[src/rtl/ef_i2c_pkg.sv]
// Shared types and constants for the EF_I2C target: FSM encoding, bus field widths,
// and the serial shift helper used by the receive path.
package ef_i2c_pkg;

    localparam int I2C_ADDR_W = 7;
    localparam int I2C_BYTE_W = 8;

    typedef enum logic [3:0] {
        ST_IDLE      = 4'd0,
        ST_ADDR      = 4'd1,
        ST_ADDR_ACK  = 4'd2,
        ST_PTR       = 4'd3,
        ST_PTR_ACK   = 4'd4,
        ST_WDATA     = 4'd5,
        ST_WDATA_ACK = 4'd6,
        ST_RDATA     = 4'd7,
        ST_RDATA_ACK = 4'd8
    } state_t;

    function automatic logic [I2C_BYTE_W-1:0] shl_byte(input logic [I2C_BYTE_W-1:0] b,
                                                       input logic bit_in);
        return {b[I2C_BYTE_W-2:0], bit_in};
    endfunction

endpackage

[src/rtl/ef_i2c_sync_filt.sv]
// Two-flop synchroniser followed by a stability filter: the output only follows the pin
// once the synchronised level has differed from it for FILT consecutive clocks.
module ef_i2c_sync_filt #(
    parameter int FILT = 3
) (
    input  logic CLK,
    input  logic RESETn,
    input  logic pin,
    output logic level
);
    localparam int CW = (FILT > 1) ? $clog2(FILT) : 1;

    logic [1:0]    sync_r;
    logic [CW-1:0] cnt_r;
    logic          level_r;

    // Synchronise the pin and qualify level changes by how long they persist
    always_ff @(posedge CLK) begin
        if (!RESETn) begin
            sync_r  <= 2'b11;
            cnt_r   <= {CW{1'b0}};
            level_r <= 1'b1;
        end else begin
            sync_r <= {sync_r[0], pin};
            if (sync_r[1] == level_r) begin
                cnt_r <= {CW{1'b0}};
            end else if (cnt_r == CW'(FILT - 1)) begin
                level_r <= sync_r[1];
                cnt_r   <= {CW{1'b0}};
            end else begin
                cnt_r <= cnt_r + CW'(1);
            end
        end
    end

    assign level = level_r;

endmodule

[src/rtl/ef_i2c_target.sv]
// I2C target with a DEPTH-byte register file: pointer write, burst write and burst read
// over a 7-bit address, no clock stretching, open-drain SDA drive.
module ef_i2c_target
    import ef_i2c_pkg::*;
#(
    parameter int DEPTH = 16,
    parameter int AW    = 4,
    parameter int FILT  = 3
) (
    input  logic                  CLK,
    input  logic                  RESETn,
    input  logic [I2C_ADDR_W-1:0] own_addr,
    input  logic                  scl_i,
    input  logic                  sda_i,
    output logic                  scl_o,
    output logic                  scl_oen_o,
    output logic                  sda_o,
    output logic                  sda_oen_o,
    output logic                  wr_stb,
    output logic [AW-1:0]         wr_addr,
    output logic [I2C_BYTE_W-1:0] wr_data,
    input  logic [AW-1:0]         reg_raddr,
    output logic [I2C_BYTE_W-1:0] reg_rdata,
    output logic                  busy
);
    logic scl_f_s, sda_f_s, scl_d_r, sda_d_r;
    logic scl_rise_s, scl_fall_s, start_s, stop_s, last_bit_s, we_s;

    state_t                  state_r, state_n;
    logic [2:0]              bit_cnt_r, bit_cnt_n;
    logic [I2C_BYTE_W-1:0]   shift_r, shift_n, byte_s, rd_cur_s, rd_nxt_s;
    logic [AW-1:0]           ptr_r, ptr_n, ptr_inc_s, wr_addr_r, wr_addr_n;
    logic [I2C_BYTE_W-1:0]   wr_data_r, wr_data_n;
    logic                    oen_r, oen_n, busy_r, busy_n, phase_r, phase_n;
    logic                    rw_r, rw_n, wr_stb_r, wr_stb_n;
    logic [I2C_BYTE_W-1:0]   regfile_r [DEPTH];

    ef_i2c_sync_filt #(.FILT(FILT)) u_scl_filt (.CLK(CLK), .RESETn(RESETn), .pin(scl_i), .level(scl_f_s));
    ef_i2c_sync_filt #(.FILT(FILT)) u_sda_filt (.CLK(CLK), .RESETn(RESETn), .pin(sda_i), .level(sda_f_s));

    assign scl_rise_s = scl_f_s & ~scl_d_r;
    assign scl_fall_s = ~scl_f_s & scl_d_r;
    assign start_s    = scl_f_s & scl_d_r & sda_d_r & ~sda_f_s;
    assign stop_s     = scl_f_s & scl_d_r & ~sda_d_r & sda_f_s;
    assign last_bit_s = (bit_cnt_r == 3'd7);
    assign byte_s     = shl_byte(shift_r, sda_f_s);
    assign ptr_inc_s  = ptr_r + AW'(1);
    assign rd_cur_s   = regfile_r[ptr_r];
    assign rd_nxt_s   = regfile_r[ptr_inc_s];

    // Bus protocol: next state and datapath updates, one decision per filtered bus event
    always_comb begin
        state_n   = state_r;
        bit_cnt_n = bit_cnt_r;
        shift_n   = shift_r;
        ptr_n     = ptr_r;
        oen_n     = oen_r;
        busy_n    = busy_r;
        phase_n   = phase_r;
        rw_n      = rw_r;
        wr_stb_n  = 1'b0;
        wr_addr_n = wr_addr_r;
        wr_data_n = wr_data_r;
        we_s      = 1'b0;
        if (stop_s) begin
            state_n   = ST_IDLE;
            oen_n     = 1'b1;
            busy_n    = 1'b0;
            phase_n   = 1'b0;
            bit_cnt_n = 3'd0;
        end else if (start_s) begin
            state_n   = ST_ADDR;
            oen_n     = 1'b1;
            phase_n   = 1'b0;
            bit_cnt_n = 3'd0;
        end else begin
            case (state_r)
                ST_ADDR, ST_PTR, ST_WDATA: begin
                    if (scl_rise_s) begin
                        shift_n   = byte_s;
                        bit_cnt_n = bit_cnt_r + 3'd1;
                        phase_n   = 1'b0;
                        if (!last_bit_s) begin
                            state_n = state_r;
                        end else if (state_r == ST_ADDR) begin
                            if (byte_s[7:1] == own_addr) begin
                                state_n = ST_ADDR_ACK;
                                busy_n  = 1'b1;
                                rw_n    = byte_s[0];
                            end else begin
                                state_n = ST_IDLE;
                                busy_n  = 1'b0;
                            end
                        end else if (state_r == ST_PTR) begin
                            ptr_n   = byte_s[AW-1:0];
                            state_n = ST_PTR_ACK;
                        end else begin
                            we_s      = 1'b1;
                            wr_stb_n  = 1'b1;
                            wr_addr_n = ptr_r;
                            wr_data_n = byte_s;
                            ptr_n     = ptr_inc_s;
                            state_n   = ST_WDATA_ACK;
                        end
                    end else begin
                        state_n = state_r;
                    end
                end
                // phase 0: drive the ack at the fall ending bit 8; phase 1: release at the next fall
                ST_ADDR_ACK, ST_PTR_ACK, ST_WDATA_ACK: begin
                    if (!scl_fall_s) begin
                        state_n = state_r;
                    end else if (!phase_r) begin
                        oen_n   = 1'b0;
                        phase_n = 1'b1;
                    end else begin
                        phase_n   = 1'b0;
                        bit_cnt_n = 3'd0;
                        if (state_r == ST_ADDR_ACK && rw_r) begin
                            state_n = ST_RDATA;
                            shift_n = rd_cur_s;
                            oen_n   = rd_cur_s[7];
                        end else if (state_r == ST_ADDR_ACK) begin
                            state_n = ST_PTR;
                            oen_n   = 1'b1;
                        end else begin
                            state_n = ST_WDATA;
                            oen_n   = 1'b1;
                        end
                    end
                end
                ST_RDATA: begin
                    if (scl_fall_s) begin
                        shift_n = {shift_r[6:0], 1'b0};
                        oen_n   = shift_r[6];
                    end else if (scl_rise_s) begin
                        bit_cnt_n = bit_cnt_r + 3'd1;
                        if (last_bit_s) begin
                            state_n = ST_RDATA_ACK;
                            phase_n = 1'b0;
                        end else begin
                            state_n = state_r;
                        end
                    end else begin
                        state_n = state_r;
                    end
                end
                ST_RDATA_ACK: begin
                    if (scl_fall_s) begin
                        if (phase_r) begin
                            ptr_n     = ptr_inc_s;
                            shift_n   = rd_nxt_s;
                            oen_n     = rd_nxt_s[7];
                            state_n   = ST_RDATA;
                            phase_n   = 1'b0;
                            bit_cnt_n = 3'd0;
                        end else begin
                            oen_n = 1'b1;
                        end
                    end else if (scl_rise_s) begin
                        if (sda_f_s) begin
                            state_n = ST_IDLE;
                        end else begin
                            phase_n = 1'b1;
                        end
                    end else begin
                        state_n = state_r;
                    end
                end
                ST_IDLE: begin
                    state_n = ST_IDLE;
                end
                default: begin
                    state_n = ST_IDLE;
                    oen_n   = 1'b1;
                end
            endcase
        end
    end

    // Control and bus-facing state registers
    always_ff @(posedge CLK) begin
        if (!RESETn) begin
            state_r   <= ST_IDLE;
            bit_cnt_r <= 3'd0;
            shift_r   <= 8'h00;
            ptr_r     <= {AW{1'b0}};
            oen_r     <= 1'b1;
            busy_r    <= 1'b0;
            phase_r   <= 1'b0;
            rw_r      <= 1'b0;
            wr_stb_r  <= 1'b0;
            wr_addr_r <= {AW{1'b0}};
            wr_data_r <= 8'h00;
            scl_d_r   <= 1'b1;
            sda_d_r   <= 1'b1;
        end else begin
            state_r   <= state_n;
            bit_cnt_r <= bit_cnt_n;
            shift_r   <= shift_n;
            ptr_r     <= ptr_n;
            oen_r     <= oen_n;
            busy_r    <= busy_n;
            phase_r   <= phase_n;
            rw_r      <= rw_n;
            wr_stb_r  <= wr_stb_n;
            wr_addr_r <= wr_addr_n;
            wr_data_r <= wr_data_n;
            scl_d_r   <= scl_f_s;
            sda_d_r   <= sda_f_s;
        end
    end

    // Register file written from the bus
    always_ff @(posedge CLK) begin
        if (!RESETn) begin
            for (int i = 0; i < DEPTH; i++) begin
                regfile_r[i] <= 8'h00;
            end
        end else if (we_s) begin
            regfile_r[ptr_r] <= byte_s;
        end
    end

    assign reg_rdata = regfile_r[reg_raddr];
    assign scl_o     = 1'b1;
    assign scl_oen_o = 1'b1;
    assign sda_o     = 1'b0;
    assign sda_oen_o = oen_r;
    assign wr_stb    = wr_stb_r;
    assign wr_addr   = wr_addr_r;
    assign wr_data   = wr_data_r;
    assign busy      = busy_r;

endmodule

[config.mk]
export PLATFORM = sky130hd
export DESIGN_NAME = ef_i2c_target
export DESIGN_NICKNAME = d
export VERILOG_FILES = /design/src/rtl/ef_i2c_pkg.sv /design/src/rtl/ef_i2c_sync_filt.sv /design/src/rtl/ef_i2c_target.sv
export SDC_FILE = /design/constraint.sdc
export NUM_CORES = 1
export LEC_CHECK = 0
export ABC_AREA = 1
export CAP_MARGIN = 25
export CORE_MARGIN = 2
export CORE_UTILIZATION = 40
export CTS_CLUSTER_DIAMETER = 150
export DETAILED_ROUTE_END_ITERATION = 8
export GPL_ROUTABILITY_DRIVEN = 1
export HOLD_SLACK_MARGIN = 0.12
export PLACE_DENSITY_LB_ADDON = 0.2
export SETUP_SLACK_MARGIN = 0.1
export SLEW_MARGIN = 5
export SYNTH_ARGS = -nofsm -noshare
export SYNTH_HDL_FRONTEND = slang
export SYNTH_SLANG_ARGS = --single-unit
[constraint.sdc]
create_clock -name CLK -period 4.6 [get_ports CLK]
set_input_delay 1.38 -clock CLK [delete_from_list [all_inputs] [get_ports CLK]]
set_output_delay 1.38 -clock CLK [all_outputs]
set_load 0.01 [all_outputs]
Yosys cells after proc, flatten, opt, wreduce, memory -nomap -nowiden
Memory sizes are Yosys's and may differ from the RTL's. A register that Yosys moved wholly into a read port is not among the register bits.
Index checks and enable logic that the tools add are counted.
Widths: inputs -> output; s select.
- memories: 1
- flip-flop bits (word level): 47
- logic and storage cells: 184
- RAM bits: 128
- add/subtract/negate cells: 4
- equal/unequal tests: 42
- bitwise gates (word level): 19
- multiplexer cells: 72
- reductions and logical operators: 26
- memories (memory ; depth ; bits a word ; rd ports ; clocked after memory_dff ; wr ports ; RTL line ; RTL):
    regfile_r ; 16 ; 8 ; 3 ; 1 ; 16 ; ef_i2c_target.sv:36 ; logic [I2C_BYTE_W-1:0] regfile_r [DEPTH];
- operator list (operator ; count):
    $mux 4 ; 21
    $mux 7 ; 7
    $ne 3x3->1 const B ; 10
    $reduce_and 10->1 ; 3
    $mux 1 ; 29
    $pmux 7 s4 ; 1
    $ne 2x2->1 const B ; 12
    $mux 3 ; 6
    $eq 4x3->1 const B ; 4
    $pmux 4 s4 ; 1
    $reduce_and 8->1 ; 2
    $reduce_or 3->1 ; 5
    $reduce_and 7->1 ; 2
    $not 1->1 ; 12
    $pmux 3 s3 ; 1
    $eq 4x2->1 const B ; 2
    $mux 8 ; 1
    $ne 4x4->1 const B ; 2
    $pmux 1 s4 ; 2
    $pmux 4 s2 ; 1
    $reduce_and 4->1 ; 2
    $reduce_or 4->1 ; 2
    $reduce_or 8->1 ; 1
    $and 1x1->1 ; 7
    21 further kinds ; 27

Longest topological paths before layout
- depth in word-level cells: 13
- mapped depth: 15
- mapped depth without buffers: 12

By module
From an unflattened synthesis, not the netlist that was laid out.
- cells, all modules: 1486
- area, all modules: 11074.4 um2
- modules (own cells, without submodules) (module ; area each (um2) ; instances ; cells each):
    ef_i2c_target ; 10711.5 ; 1 ; 1446
    ef_i2c_sync_filt ; 181.4 ; 2 ; 20

Worst setup path after synthesis
Ideal clock, no wire load.
- path kind: input-to-output
- start point: in reg_raddr[0]
- end point: out reg_rdata[0]
- arrival time: 2.501 ns
- cell stages on the path: 6
- path slack: 0.719 ns
- data required time: 3.220 ns
- buffers on the path: 2
- cells stage by stage: clkbuf_1 > clkbuf_1 > a21oi_1 > o21ai_0 > o22ai_1 > o21ai_0
- cells in the longest elaborated chain, start to end: 1
- RTL lines (element ; RTL line ; RTL):
    start: declaration ; ef_i2c_target.sv:22 ; input logic [AW-1:0] reg_raddr,
    $mem_v2 16x8 ; n/a ;
    end: declaration ; ef_i2c_target.sv:23 ; output logic [I2C_BYTE_W-1:0] reg_rdata,
No other way between the ends.

Final worst setup path
- start point: in reg_raddr[0]
- end point: out reg_rdata[1]
Same word-level chain as after synthesis.

==> qor.yml <==
ys_ff_latch: 179
setup_violations: 0
status: "finished clean"
relSlewSlack_pct: 30.7
hold_path_end: "u_sda_filt.sync_r[1]$_SDFF_PN1_"
grt_overflow_total: 0
ys_seq_area_share_pct: 45.2
regToRegSetupSlack_ps: 1380
cts_tree: "yes"
worstSetupPathType: "input port to output port"
slew_viol_final: 0
finalClockSkew_ps: 24.6
globalplace.congestion: 0.968
ios: 41
cts.reportedPaths.clkPinSlew_ps: 70
insertion_delay_ps: 450
min_path_type: "flop to flop"
min_period_over_period_pct: 95.7
antennaDiodeCount: 0
crit_chain: "buf_8, buf_4, nor2_1, a21oi_2, o21ai_0, o211ai_1, nand2_1, clkdlybuf4s50_1"
clock_sinks: 179
via_per_inst: 5.69
yosysWarnings: 0
die_y_um: 168
async_flop_share_pct: 0
initial_core_util_pct: 40.3
hold_viol_final: 0
syn_inst: 1451
maxCapViolations: 0
cts-root-buf: "clkbuf_16"
mostFrequentLayoutCells: "nand2_1 (271), nor2_1 (199), a21oi_1 (158)"
area_growth_pct: 13.2
mostFrequentLayoutCell: "nand2_1"
worstMarginPinSlew_ps: 1030
crit_family: "buffers and inverters"
worstSetupEndpointType: "output port"
drt_pass1_iterations: 6
required_ps: 3220
nets: 1481
die-area_sq_um: 28200
cts_inserted_buffers: 17
portBuffers: 37
rsz0062_at_grt: "false"
vias: 10300
hp-start: "u_sda_filt.sync_r[0]$_SDFF_PN1_"
rows: 60
clock_path_buffers: 2
reg2reg_depth: 10
ir_drop_uv: 250
htreeDepth: 4
grt_max_degree: 64
start_kind: "input port"
ys.flop_type: "edfxtp_1"
antenna_left: 0
r2r_start: "ptr_r[0]$_SDFFE_PN0P_"
timing.rr.end: "sda_oen_o$_SDFFE_PP1P_"
layout-drive-gt1-share_pct: 8.11
fmax_mhz: 227
p_leak_nw: 4.80
min_path_cells: 1
synthDominantCellAreaShare_pct: 35.7
critPathMaxFanout: 20
hpwlAfterDp_mm: 25.8
synth_cell_types: 35
avgSynthCellArea_sq_um: 7.42
max_stage_delay_ps: 510
grt_pass1_vias: 9574
wl_per_cell_um: 20.7
die_w_um: 168
drc_errors: 0
antenna_found_initial: 0
syn_area_sq_um: 10800
synth.largest_area_cell: "edfxtp_1"
power_w: 0.00399
grt_pass1_wl_mm: 57.3
powerDensity_nw_per_um2: 327
critPathArrivalTime_ps: 3020
slowest_stage: "clkdlybuf4s50_1"
synth_edf_count: 128
grt.total_usage_pct: 26.9
finalWirelength_mm: 37.5
fin_crit_ps: 4400
fp.coreArea_sq_um: 26700
synth_area_leaders: "edfxtp_1 (36%), dfxtp_1 (9.5%), nand2_1 (9.4%), a21oi_1 (7.4%), nor2_1 (6.9%)"
crit_buf_inv: 3
drt_iter0_drc: 1292
fin_util_pct: 45.6
[report_power, final]
part	total (W)	switching, W	internal, W
clock network	0.00151	0.000738	0.000774
registers	0.00184	0.0000637	0.00177
logic	0.000640	0.000446	0.000195
[flip-flops by register name, summed over array words and instances, names as in the netlist, named ones only]
| signal | flops |
|---|---|
| bit_cnt_r | 3 |
| busy | 1 |
| phase_r | 1 |
| ptr_r | 4 |
| regfile_r | 128 |
| rw_r | 1 |
| scl_d_r | 1 |
| sda_d_r | 1 |
| sda_oen_o | 1 |
| shift_r | 7 |
| state_r | 4 |
| u_scl_filt.cnt_r | 2 |
| u_scl_filt.level | 1 |
| u_scl_filt.sync_r | 2 |
| u_sda_filt.cnt_r | 2 |
| u_sda_filt.level | 1 |
| u_sda_filt.sync_r | 2 |
| wr_addr | 4 |
| wr_data | 8 |
| wr_stb | 1 |
[cell type report]
cell class	instances	area [sq um]
Tap cell	341	427
Inverter	137	517
Sequential cell	179	4870
Clock buffer	20	468
Clock inverter	12	125
Timing Repair Buffer	77	736
Multi-Input combinational cell	1043	5050
Fill cell	2685	14500
[cells by family (layout without fill, tap and decap cells)]
| group | after synthesis | in the layout | synth area share, % |
|---|---|---|---|
| other cells | 2 | 3 | 0.0698 |
| fa+ha+maj | 11 | 11 | 1.28 |
| xor+xnor | 9 | 9 | 0.872 |
| flops | 179 | 179 | 45.2 |
| buf+inv | 230 | 246 | 8.18 |
| simple gates | 655 | 655 | 25.8 |
| compound gates | 365 | 365 | 18.6 |
[per-stage QoR]
| stage | std cells | hold WS, ps | worst slack (ps) | TNS, ps | area, sq um |
|---|---|---|---|---|---|
| floorplan | 1452 | 393 | 719 | 0 | 10800 |
| global placement | 1773 | 397 | -303 | -1030 | 11500 |
| detailed placement | 1773 | 401 | -286 | -1180 | 11500 |
| CTS | 1805 | 418 | 124 | 0 | 12100 |
| global route | 1809 | 430 | 92.3 | 0 | 12200 |
| finish | 1809 | 418 | 198 | 0 | 12200 |
[worst max-delay path by stage]
stage | from | end | slack (ps) | cells after the start
after floorplan | reg_raddr[0] | reg_rdata[0] | 720 | 6
after global placement | reg_raddr[1] | reg_rdata[0] | -300 | 8
after detailed placement | reg_raddr[1] | reg_rdata[0] | -290 | 8
after CTS | reg_raddr[1] | reg_rdata[2] | 120 | 8
after global routing | reg_raddr[0] | reg_rdata[7] | 90 | 8
final | reg_raddr[0] | reg_rdata[1] | 200 | 8
[routing by layer]
layer | GRT usage, % | part of all wire (%) | up-vias
li1 | - | - | 4900
met3 | 3.95 | 7.0 | 69
met4 | 11.8 | 4.0 | 0
met2 | 42.5 | 46 | 474
met5 | 0 | 0 | -
met1 | 36.8 | 43 | 4853
[Yosys cell counts (all sizes together), types with 3 or more instances]
cell and instances:
a21oi 160, buf 18, clkbuf 75, clkinv 11
dfxtp 51, edfxtp 128, ha 11, inv 126
nand2 288, nand3 146, nand4 5, nor2 204
nor3 8, o211ai 62, o21ai 137, o221ai 3
or2 4, xor2 7
[timing repair]
action                                  in CTS  in global routing
endpoints found under the setup margin       8                  8
resized for setup                            9                  8
pin swaps                                    1                  2
buffers inserted                             0                  2
cloned                                       0                  0
hold buffers                                 0                  0
Note: power is estimated with default switching activity, not from simulation.
